File: config.mk
export PLATFORM = sky130hd
export DESIGN_NAME = ex_stage
export DESIGN_NICKNAME = d
export VERILOG_FILES = /design/src/rtl/ex_stage.sv
export SDC_FILE = /design/constraint.sdc
export NUM_CORES = 1
export LEC_CHECK = 0
export ABC_AREA = 0
export CORE_MARGIN = 2
export CORE_UTILIZATION = 35
export DETAILED_ROUTE_END_ITERATION = 8
export GPL_ROUTABILITY_DRIVEN = 0
export HOLD_SLACK_MARGIN = 0.08
export PLACE_DENSITY = 0.68
export SYNTH_ARGS = -nofsm -noshare
export SYNTH_HDL_FRONTEND = slang
export SYNTH_SLANG_ARGS = --single-unit
export TNS_END_PERCENT = 1
File: constraint.sdc
create_clock -name clk_i -period 2.1 [get_ports clk_i]
set_input_delay 0.42 -clock clk_i [delete_from_list [all_inputs] [get_ports clk_i]]
set_output_delay 0.42 -clock clk_i [all_outputs]
set_load 0.1 [all_outputs]
File: src/rtl/ex_stage.sv
// ex_stage: MIPS execute stage (ALU, branch resolution, EX/MEM register with valid/ready).
// Define MULT_EN to add a radix-2 shift-add unsigned multiplier on opcode 4'b0110.
module ex_stage #(
  parameter int DATA_W     = 32,
  parameter int REG_ADDR_W = 5
) (
  input  logic                  clk_i,
  input  logic                  rst_n,
  input  logic                  flush_i,
  input  logic                  in_valid_i,
  output logic                  in_ready_o,
  input  logic [3:0]            alu_ctrl_i,
  input  logic [DATA_W-1:0]     src1_i,
  input  logic [DATA_W-1:0]     src2_i,
  input  logic                  branch_i,
  input  logic                  branch_ne_i,
  input  logic [REG_ADDR_W-1:0] rd_addr_i,
  input  logic                  reg_write_i,
  output logic                  out_valid_o,
  input  logic                  out_ready_i,
  output logic [DATA_W-1:0]     result_o,
  output logic                  zero_o,
  output logic                  branch_taken_o,
  output logic [REG_ADDR_W-1:0] rd_addr_o,
  output logic                  reg_write_o,
  output logic                  illegal_o
);
  typedef enum logic [1:0] {IDLE, MUL, HOLD} state_e;

  state_e                  state_q;
  logic                    slotFree, accept, mulOp, legal, aluZero, mulZero, mulLoad;
  logic [DATA_W-1:0]       aluRes, mulRes;
  logic [REG_ADDR_W-1:0]   mulRd;
  logic                    mulRw, mulBeq, mulBne;

  logic                    outValid_q, outValid_d;
  logic [DATA_W-1:0]       result_q, result_d;
  logic                    zero_q, zero_d, taken_q, taken_d;
  logic [REG_ADDR_W-1:0]   rd_q, rd_d;
  logic                    rw_q, rw_d, illegal_q, illegal_d;

  assign slotFree   = ~outValid_q | out_ready_i;
  assign in_ready_o = (state_q == IDLE) & slotFree & ~flush_i;
  assign accept     = in_valid_i & in_ready_o;

  always_comb begin
    aluRes = '0;
    legal  = 1'b1;
    mulOp  = 1'b0;
    case (alu_ctrl_i)
      4'b0000: aluRes = src1_i + src2_i;
      4'b0001: aluRes = src1_i - src2_i;
      4'b0010: aluRes = src1_i & src2_i;
      4'b0011: aluRes = src1_i | src2_i;
      4'b0100: aluRes = ~(src1_i | src2_i);
      4'b0101: aluRes = {{(DATA_W-1){1'b0}}, ($signed(src1_i) < $signed(src2_i))};
`ifdef MULT_EN
      4'b0110: mulOp = 1'b1;
`endif
      default: legal = 1'b0;
    endcase
  end

  assign aluZero = (aluRes == '0);
  assign mulZero = (mulRes == '0);

  // Flush wins; otherwise a load or a drain, else the EX/MEM register holds.
  always_comb begin
    outValid_d = outValid_q;
    result_d   = result_q;
    zero_d     = zero_q;
    taken_d    = taken_q;
    rd_d       = rd_q;
    rw_d       = rw_q;
    illegal_d  = illegal_q;
    if (flush_i) begin
      outValid_d = 1'b0;
    end else if (accept && !mulOp) begin
      outValid_d = 1'b1;
      result_d   = aluRes;
      zero_d     = aluZero;
      taken_d    = legal & ((branch_i & aluZero) | (branch_ne_i & ~aluZero));
      rd_d       = rd_addr_i;
      rw_d       = reg_write_i & legal;
      illegal_d  = ~legal;
    end else if (mulLoad) begin
      outValid_d = 1'b1;
      result_d   = mulRes;
      zero_d     = mulZero;
      taken_d    = (mulBeq & mulZero) | (mulBne & ~mulZero);
      rd_d       = mulRd;
      rw_d       = mulRw;
      illegal_d  = 1'b0;
    end else if (out_ready_i) begin
      outValid_d = 1'b0;
    end
  end

  always_ff @(posedge clk_i or negedge rst_n) begin
    if (!rst_n) begin
      outValid_q <= 1'b0;
      result_q   <= '0;
      zero_q     <= 1'b0;
      taken_q    <= 1'b0;
      rd_q       <= '0;
      rw_q       <= 1'b0;
      illegal_q  <= 1'b0;
    end else begin
      outValid_q <= outValid_d;
      result_q   <= result_d;
      zero_q     <= zero_d;
      taken_q    <= taken_d;
      rd_q       <= rd_d;
      rw_q       <= rw_d;
      illegal_q  <= illegal_d;
    end
  end

`ifdef MULT_EN
  localparam int CNT_W = $clog2(DATA_W);

  state_e                state_d;
  logic [DATA_W-1:0]     mcand_q, mplier_q, acc_q, accNext;
  logic [CNT_W-1:0]      count_q;
  logic [REG_ADDR_W-1:0] mulRd_q;
  logic                  mulRw_q, mulBeq_q, mulBne_q, lastStep;

  assign accNext  = acc_q + (mplier_q[0] ? mcand_q : '0);
  assign lastStep = (state_q == MUL) && (count_q == '0);

  always_ff @(posedge clk_i or negedge rst_n) begin
    if (!rst_n) state_q <= IDLE;
    else        state_q <= state_d;
  end

  always_comb begin
    state_d = state_q;
    case (state_q)
      IDLE:    if (accept && mulOp) state_d = MUL;
      MUL:     if (flush_i) state_d = IDLE;
               else if (count_q == '0) state_d = slotFree ? IDLE : HOLD;
      HOLD:    if (flush_i || slotFree) state_d = IDLE;
      default: state_d = IDLE;
    endcase
  end

  // The final iteration feeds the output register directly when the slot is free.
  always_comb begin
    mulLoad = ~flush_i & slotFree & (lastStep | (state_q == HOLD));
    mulRes  = (state_q == HOLD) ? acc_q : accNext;
    mulRd   = mulRd_q;
    mulRw   = mulRw_q;
    mulBeq  = mulBeq_q;
    mulBne  = mulBne_q;
  end

  always_ff @(posedge clk_i or negedge rst_n) begin
    if (!rst_n) begin
      mcand_q  <= '0;
      mplier_q <= '0;
      acc_q    <= '0;
      count_q  <= '0;
      mulRd_q  <= '0;
      mulRw_q  <= 1'b0;
      mulBeq_q <= 1'b0;
      mulBne_q <= 1'b0;
    end else if (accept && mulOp) begin
      mcand_q  <= src1_i;
      mplier_q <= src2_i;
      acc_q    <= '0;
      count_q  <= CNT_W'(DATA_W - 1);
      mulRd_q  <= rd_addr_i;
      mulRw_q  <= reg_write_i;
      mulBeq_q <= branch_i;
      mulBne_q <= branch_ne_i;
    end else if (state_q == MUL) begin
      acc_q    <= accNext;
      mcand_q  <= mcand_q << 1;
      mplier_q <= mplier_q >> 1;
      count_q  <= count_q - 1'b1;
    end
  end
`else
  assign state_q = IDLE;
  assign mulLoad = 1'b0;
  assign mulRes  = '0;
  assign mulRd   = '0;
  assign mulRw   = 1'b0;
  assign mulBeq  = 1'b0;
  assign mulBne  = 1'b0;
`endif

  assign out_valid_o    = outValid_q;
  assign result_o       = result_q;
  assign zero_o         = zero_q;
  assign branch_taken_o = taken_q;
  assign rd_addr_o      = rd_q;
  assign reg_write_o    = rw_q;
  assign illegal_o      = illegal_q;
endmodule

==> results of run 1 <==
## worst max-delay path: stages
cell	delay, ns
sky130_fd_sc_hd__dlygate4sd2_1	0.26
sky130_fd_sc_hd__inv_2	0.09
sky130_fd_sc_hd__ha_4	0.22
sky130_fd_sc_hd__buf_4	0.15
sky130_fd_sc_hd__a21oi_1	0.26
sky130_fd_sc_hd__o21ai_0	0.17
sky130_fd_sc_hd__a21oi_1	0.28
sky130_fd_sc_hd__mux2_2	0.21
sky130_fd_sc_hd__nand4_1	0.11
sky130_fd_sc_hd__or4_1	0.55
sky130_fd_sc_hd__or3_1	0.34
sky130_fd_sc_hd__nor4_2	0.31
sky130_fd_sc_hd__nand4_1	0.16
sky130_fd_sc_hd__nor3_2	0.19
sky130_fd_sc_hd__and2_4	0.18
sky130_fd_sc_hd__o211ai_1	0.08
## sequential cells by signal, indices dropped and copies added, names as in the netlist
signal	cells
branch_taken_o	1
illegal_o	1
out_valid_o	1
rd_addr_o	5
reg_write_o	1
result_o	32
zero_o	1
## layout make-up
class                           instances  area, µm²
Fill cell                            1668       7590
Clock inverter                          2       10.0
Clock buffer                            5        125
Multi-Input combinational cell        798       6590
Inverter                              102        399
Timing Repair Buffer                  512       4140
Sequential cell                        42       1050
Tap cell                              270        338
## power by group through the flow
stage,sequential (µW),clock (µW),combinational (µW)
detailed placement,1000,0,3550
floorplan,1780,0,1210
global route,1000,767,4270
CTS,991,730,3890
finish,992,718,4060
global placement,996,0,3500
## per-layer routing
layer  up-vias  share of wire  track usage
met5         -              0            0
met3       160          0.099       0.0463
li1       4602              -            -
met4         0          0.055        0.144
met2       675           0.45        0.463
met1      4663           0.40        0.362
## timing repair
item                                    in CTS  in global routing
buffers inserted                            22                  1
gates cloned                                 0                  0
hold buffers                                 0                  0
endpoints found under the setup margin      34                 32
pin swaps                                   77                 14
gates resized for setup                    268                 38
## cells by family (layout without fill, tap and decap cells)
kind of cell / after synthesis / after routing / synth area share
and+or+nand+nor: 325 / 325 / 0.220
xor gates and xnor gates: 15 / 15 / 0.0182
AOI/OAI and AO/OA: 334 / 334 / 0.320
DFF: 42 / 42 / 0.146
adders and majority gates: 102 / 102 / 0.179
buffers and inverters: 157 / 621 / 0.0844
muxes: 22 / 22 / 0.0335
## stage by stage
stage / cells / TNS (ns)
after global placement: 1701 / -47.40
after CTS: 1730 / -22.02
after global routing: 1731 / -28.71
final: 1731 / -25.06
after floorplan: 997 / -31.54
after detailed placement: 1701 / -49.21
## placed cells by master (no fill, tap or decap), types with 8 or more instances in the layout
| cell | Yosys | routed |
|---|---|---|
| sky130_fd_sc_hd__clkdlybuf4s50_1 | 0 | 44 |
| sky130_fd_sc_hd__a21oi_2 | 0 | 24 |
| sky130_fd_sc_hd__o21ai_0 | 51 | 39 |
| sky130_fd_sc_hd__nor2_1 | 83 | 78 |
| sky130_fd_sc_hd__ha_4 | 0 | 21 |
| sky130_fd_sc_hd__buf_6 | 0 | 18 |
| sky130_fd_sc_hd__ha_1 | 100 | 74 |
| sky130_fd_sc_hd__nand4_1 | 13 | 13 |
| sky130_fd_sc_hd__dlygate4sd2_1 | 0 | 27 |
| sky130_fd_sc_hd__o31ai_1 | 20 | 12 |
| sky130_fd_sc_hd__o211ai_1 | 19 | 19 |
| sky130_fd_sc_hd__xnor2_1 | 14 | 11 |
| sky130_fd_sc_hd__a21oi_1 | 88 | 59 |
| sky130_fd_sc_hd__o21ai_1 | 0 | 8 |
| sky130_fd_sc_hd__dfrtp_1 | 42 | 42 |
| sky130_fd_sc_hd__mux2_2 | 16 | 16 |
| sky130_fd_sc_hd__nor3_1 | 16 | 9 |
| sky130_fd_sc_hd__a211oi_1 | 12 | 10 |
| sky130_fd_sc_hd__nor2b_1 | 11 | 8 |
| sky130_fd_sc_hd__nand2_1 | 93 | 88 |
| sky130_fd_sc_hd__nand2b_1 | 12 | 11 |
| sky130_fd_sc_hd__buf_4 | 1 | 409 |
| sky130_fd_sc_hd__inv_1 | 99 | 66 |
| sky130_fd_sc_hd__a31oi_1 | 13 | 9 |
| sky130_fd_sc_hd__nor4_1 | 20 | 11 |
| sky130_fd_sc_hd__a221o_1 | 16 | 16 |
| sky130_fd_sc_hd__inv_2 | 1 | 33 |
| sky130_fd_sc_hd__or3_1 | 11 | 8 |
| sky130_fd_sc_hd__nand3_1 | 22 | 20 |
## final timing paths
check / start / slack [ns] / to / cells after the start
max in group asynchronous: rst_n / 1.41 / illegal_o$_DFFE_PN0P_ / 2
setup / recovery: src2_i[4] / -1.73 / branch_taken_o$_DFFE_PN0P_ / 16
min in group clk_i: result_o[25]$_DFFE_PN0P_ / 0.48 / result_o[25]$_DFFE_PN0P_ / 2
hold / removal: rst_n / 0.13 / result_o[6]$_DFFE_PN0P_ / 1
hold reg to reg: result_o[25]$_DFFE_PN0P_ / 0.48 / result_o[25]$_DFFE_PN0P_ / 2
setup reg to reg: out_valid_o$_DFFE_PN0P_ / 0.44 / branch_taken_o$_DFFE_PN0P_ / 7
==> summary by stage, run 1 <==
Status
The run finished, with violations left. The checks that failed: negative setup slack.

Placed design
OpenSTA, run right after detailed placement, puts the worst setup slack at -2.42 ns. The area of placed instances is 0.0113 mm². Summed over all nets, the half-perimeter wirelength after detailed placement is 24500 µm. In this run the tool buffered the top-level ports with 123 buffer cells.

CTS
The maximum level of the CTS H-tree is 2. The master cell of the clock root buffer is sky130_fd_sc_hd__clkbuf_16. The number of clock sinks is 42. The clock tree from TritonCTS is yes. For the worst-skew pair, the clock arrives at the later sink with an insertion delay of 0.28 ns. The number of buffers created by CTS is 5.

The clock passes through at most 2 buffers. After clock tree synthesis, the clock-pin slew on the worst setup and hold paths is 0.06 ns.

Yosys
The total number of yosys warnings is 0. Ranked by instance count, the synthesized netlist is headed by sky130_fd_sc_hd__ha_1, sky130_fd_sc_hd__inv_1, sky130_fd_sc_hd__nand2_1. Each instance of the synthesized netlist takes up on average 7.24 µm².

In this run the cell area of the synthesized design comes to 0.00722 mm². The synthesized design contains 42 register bits. Of the post-synthesis cell area, the dominant cell type holds 0.173.

The number of synthesized flops with an enable pin is 0. The synthesized net count is 1180. Yosys instantiated no cell more often than sky130_fd_sc_hd__ha_1. Ranked by total cell area, the synthesized netlist is headed by sky130_fd_sc_hd__ha_1, sky130_fd_sc_hd__dfrtp_1, sky130_fd_sc_hd__a21oi_1, sky130_fd_sc_hd__inv_1, sky130_fd_sc_hd__nand2_1. The register area share after synthesis is 0.146.

The largest total area in the synthesized netlist belongs to sky130_fd_sc_hd__ha_1. After technology mapping, the gate count stands at 997. The netlist uses 73 different library cells. The proportion of register bits with asynchronous set or reset after synthesis is 1.00. In the synthesized netlist the dominant register cell turns out to be sky130_fd_sc_hd__dfrtp_1.

Power and ir drop
The share of total power dissipated in combinational logic is 0.704. The net switching power is 2780 µW. The design draws about 5800 µW. The power share of the sequential group is 0.172. The switching power share of the total is 0.481. The peak ir drop on the vdd network is between 0.3 and 0.4 mV. The internal power of the cells is around 3000 µW. The total power per unit cell area is 457 mW/mm². The leakage component of the power is ~0.0059 µW. Of the total power, the clock network draws 0.124.

Die
For this configuration, the core starts out at a cell density of 0.357. The top-level I/O count is 124. From left edge to right edge, the die measures 148 µm. The floorplan step set the die height to 148 µm. The placeable core region is 0.0202 mm².

The full die area is 0.0218 mm². The standard-cell row count is 52.

Job
Across the run, the number of max-cap violations was 0.

Detailed routing
After detailed routing, the number of vias per cell comes to ~6. The total vias in the final route is 10.1k. The length of the first detailed-routing pass in iterations is 7.

In the final routed layout, each cell accounts on average for 18.6 µm. Summed over all layers, the routed wires come to 32100 µm. The first routing iteration left 1066 violations. The count of nets left with antenna violations once routing finished came out at 0. For this run, design rule violations remaining after detail routing come to 0.

Timing
Setup repair after global routing could not meet its margin everywhere. For the pin with the worst max-slew slack, the measured transition is 0.576 ns. The post-layout minimum cycle time is 3.83 ns. The final worst hold slack is 0.132 ns.

The clock tree skew after final layout is approximately 0.0043 ns. The number of endpoints with negative hold slack in the final report is 0. Dividing the final minimum period by the clock period gives 1.82. Setup slack on the critical path of the routed design comes to -1.73 ns.

In this run the tightest slew margin relative to its limit is 0.613. The final setup violation count is 31. Based on the critical path, the design can be clocked at up to 261 MHz.

The total count of max-transition violations in the final report is 0.

Finish
The area growth from synthesis to layout is 75.2%. The antenna diode instance count is 0. The number of nets in the finished design is 1644. For this run, the share of the core covered by cells in the final layout is 0.625. In the final layout, the share of cells above drive strength 1 is 0.444. Summing all non-filler instances in the final layout gives an area of 0.0126 mm².

Global route
In the global route stage, overall resource usage came out at 0.284. The initial antenna violation count is 0. Global routing finished with a remaining overflow of 0. The pin count of the biggest net entering global routing is 42. The via count of the first global-routing pass came to 10.1k.

The first global-routing pass estimated slightly above 50000 µm of wire.

Worst setup path
The type of element launching the critical path is an input port. The critical path required time is 2.26 ns. The category of the worst setup path capture point is a register.

Along the worst path, the maximum fanout reaches 6. The critical path is of the in2reg type. The arrival time of data at the critical path endpoint is ~4 ns.

Min path
The type of the worst min-delay path is in2async.
(Power assumes the default switching activity.)
==> run 2: changes to the inputs <==
- SLEW_MARGIN: unset -> 25
==> results of run 2 <==
The final DEF is identical to that of run 1; final timing and power are the same.
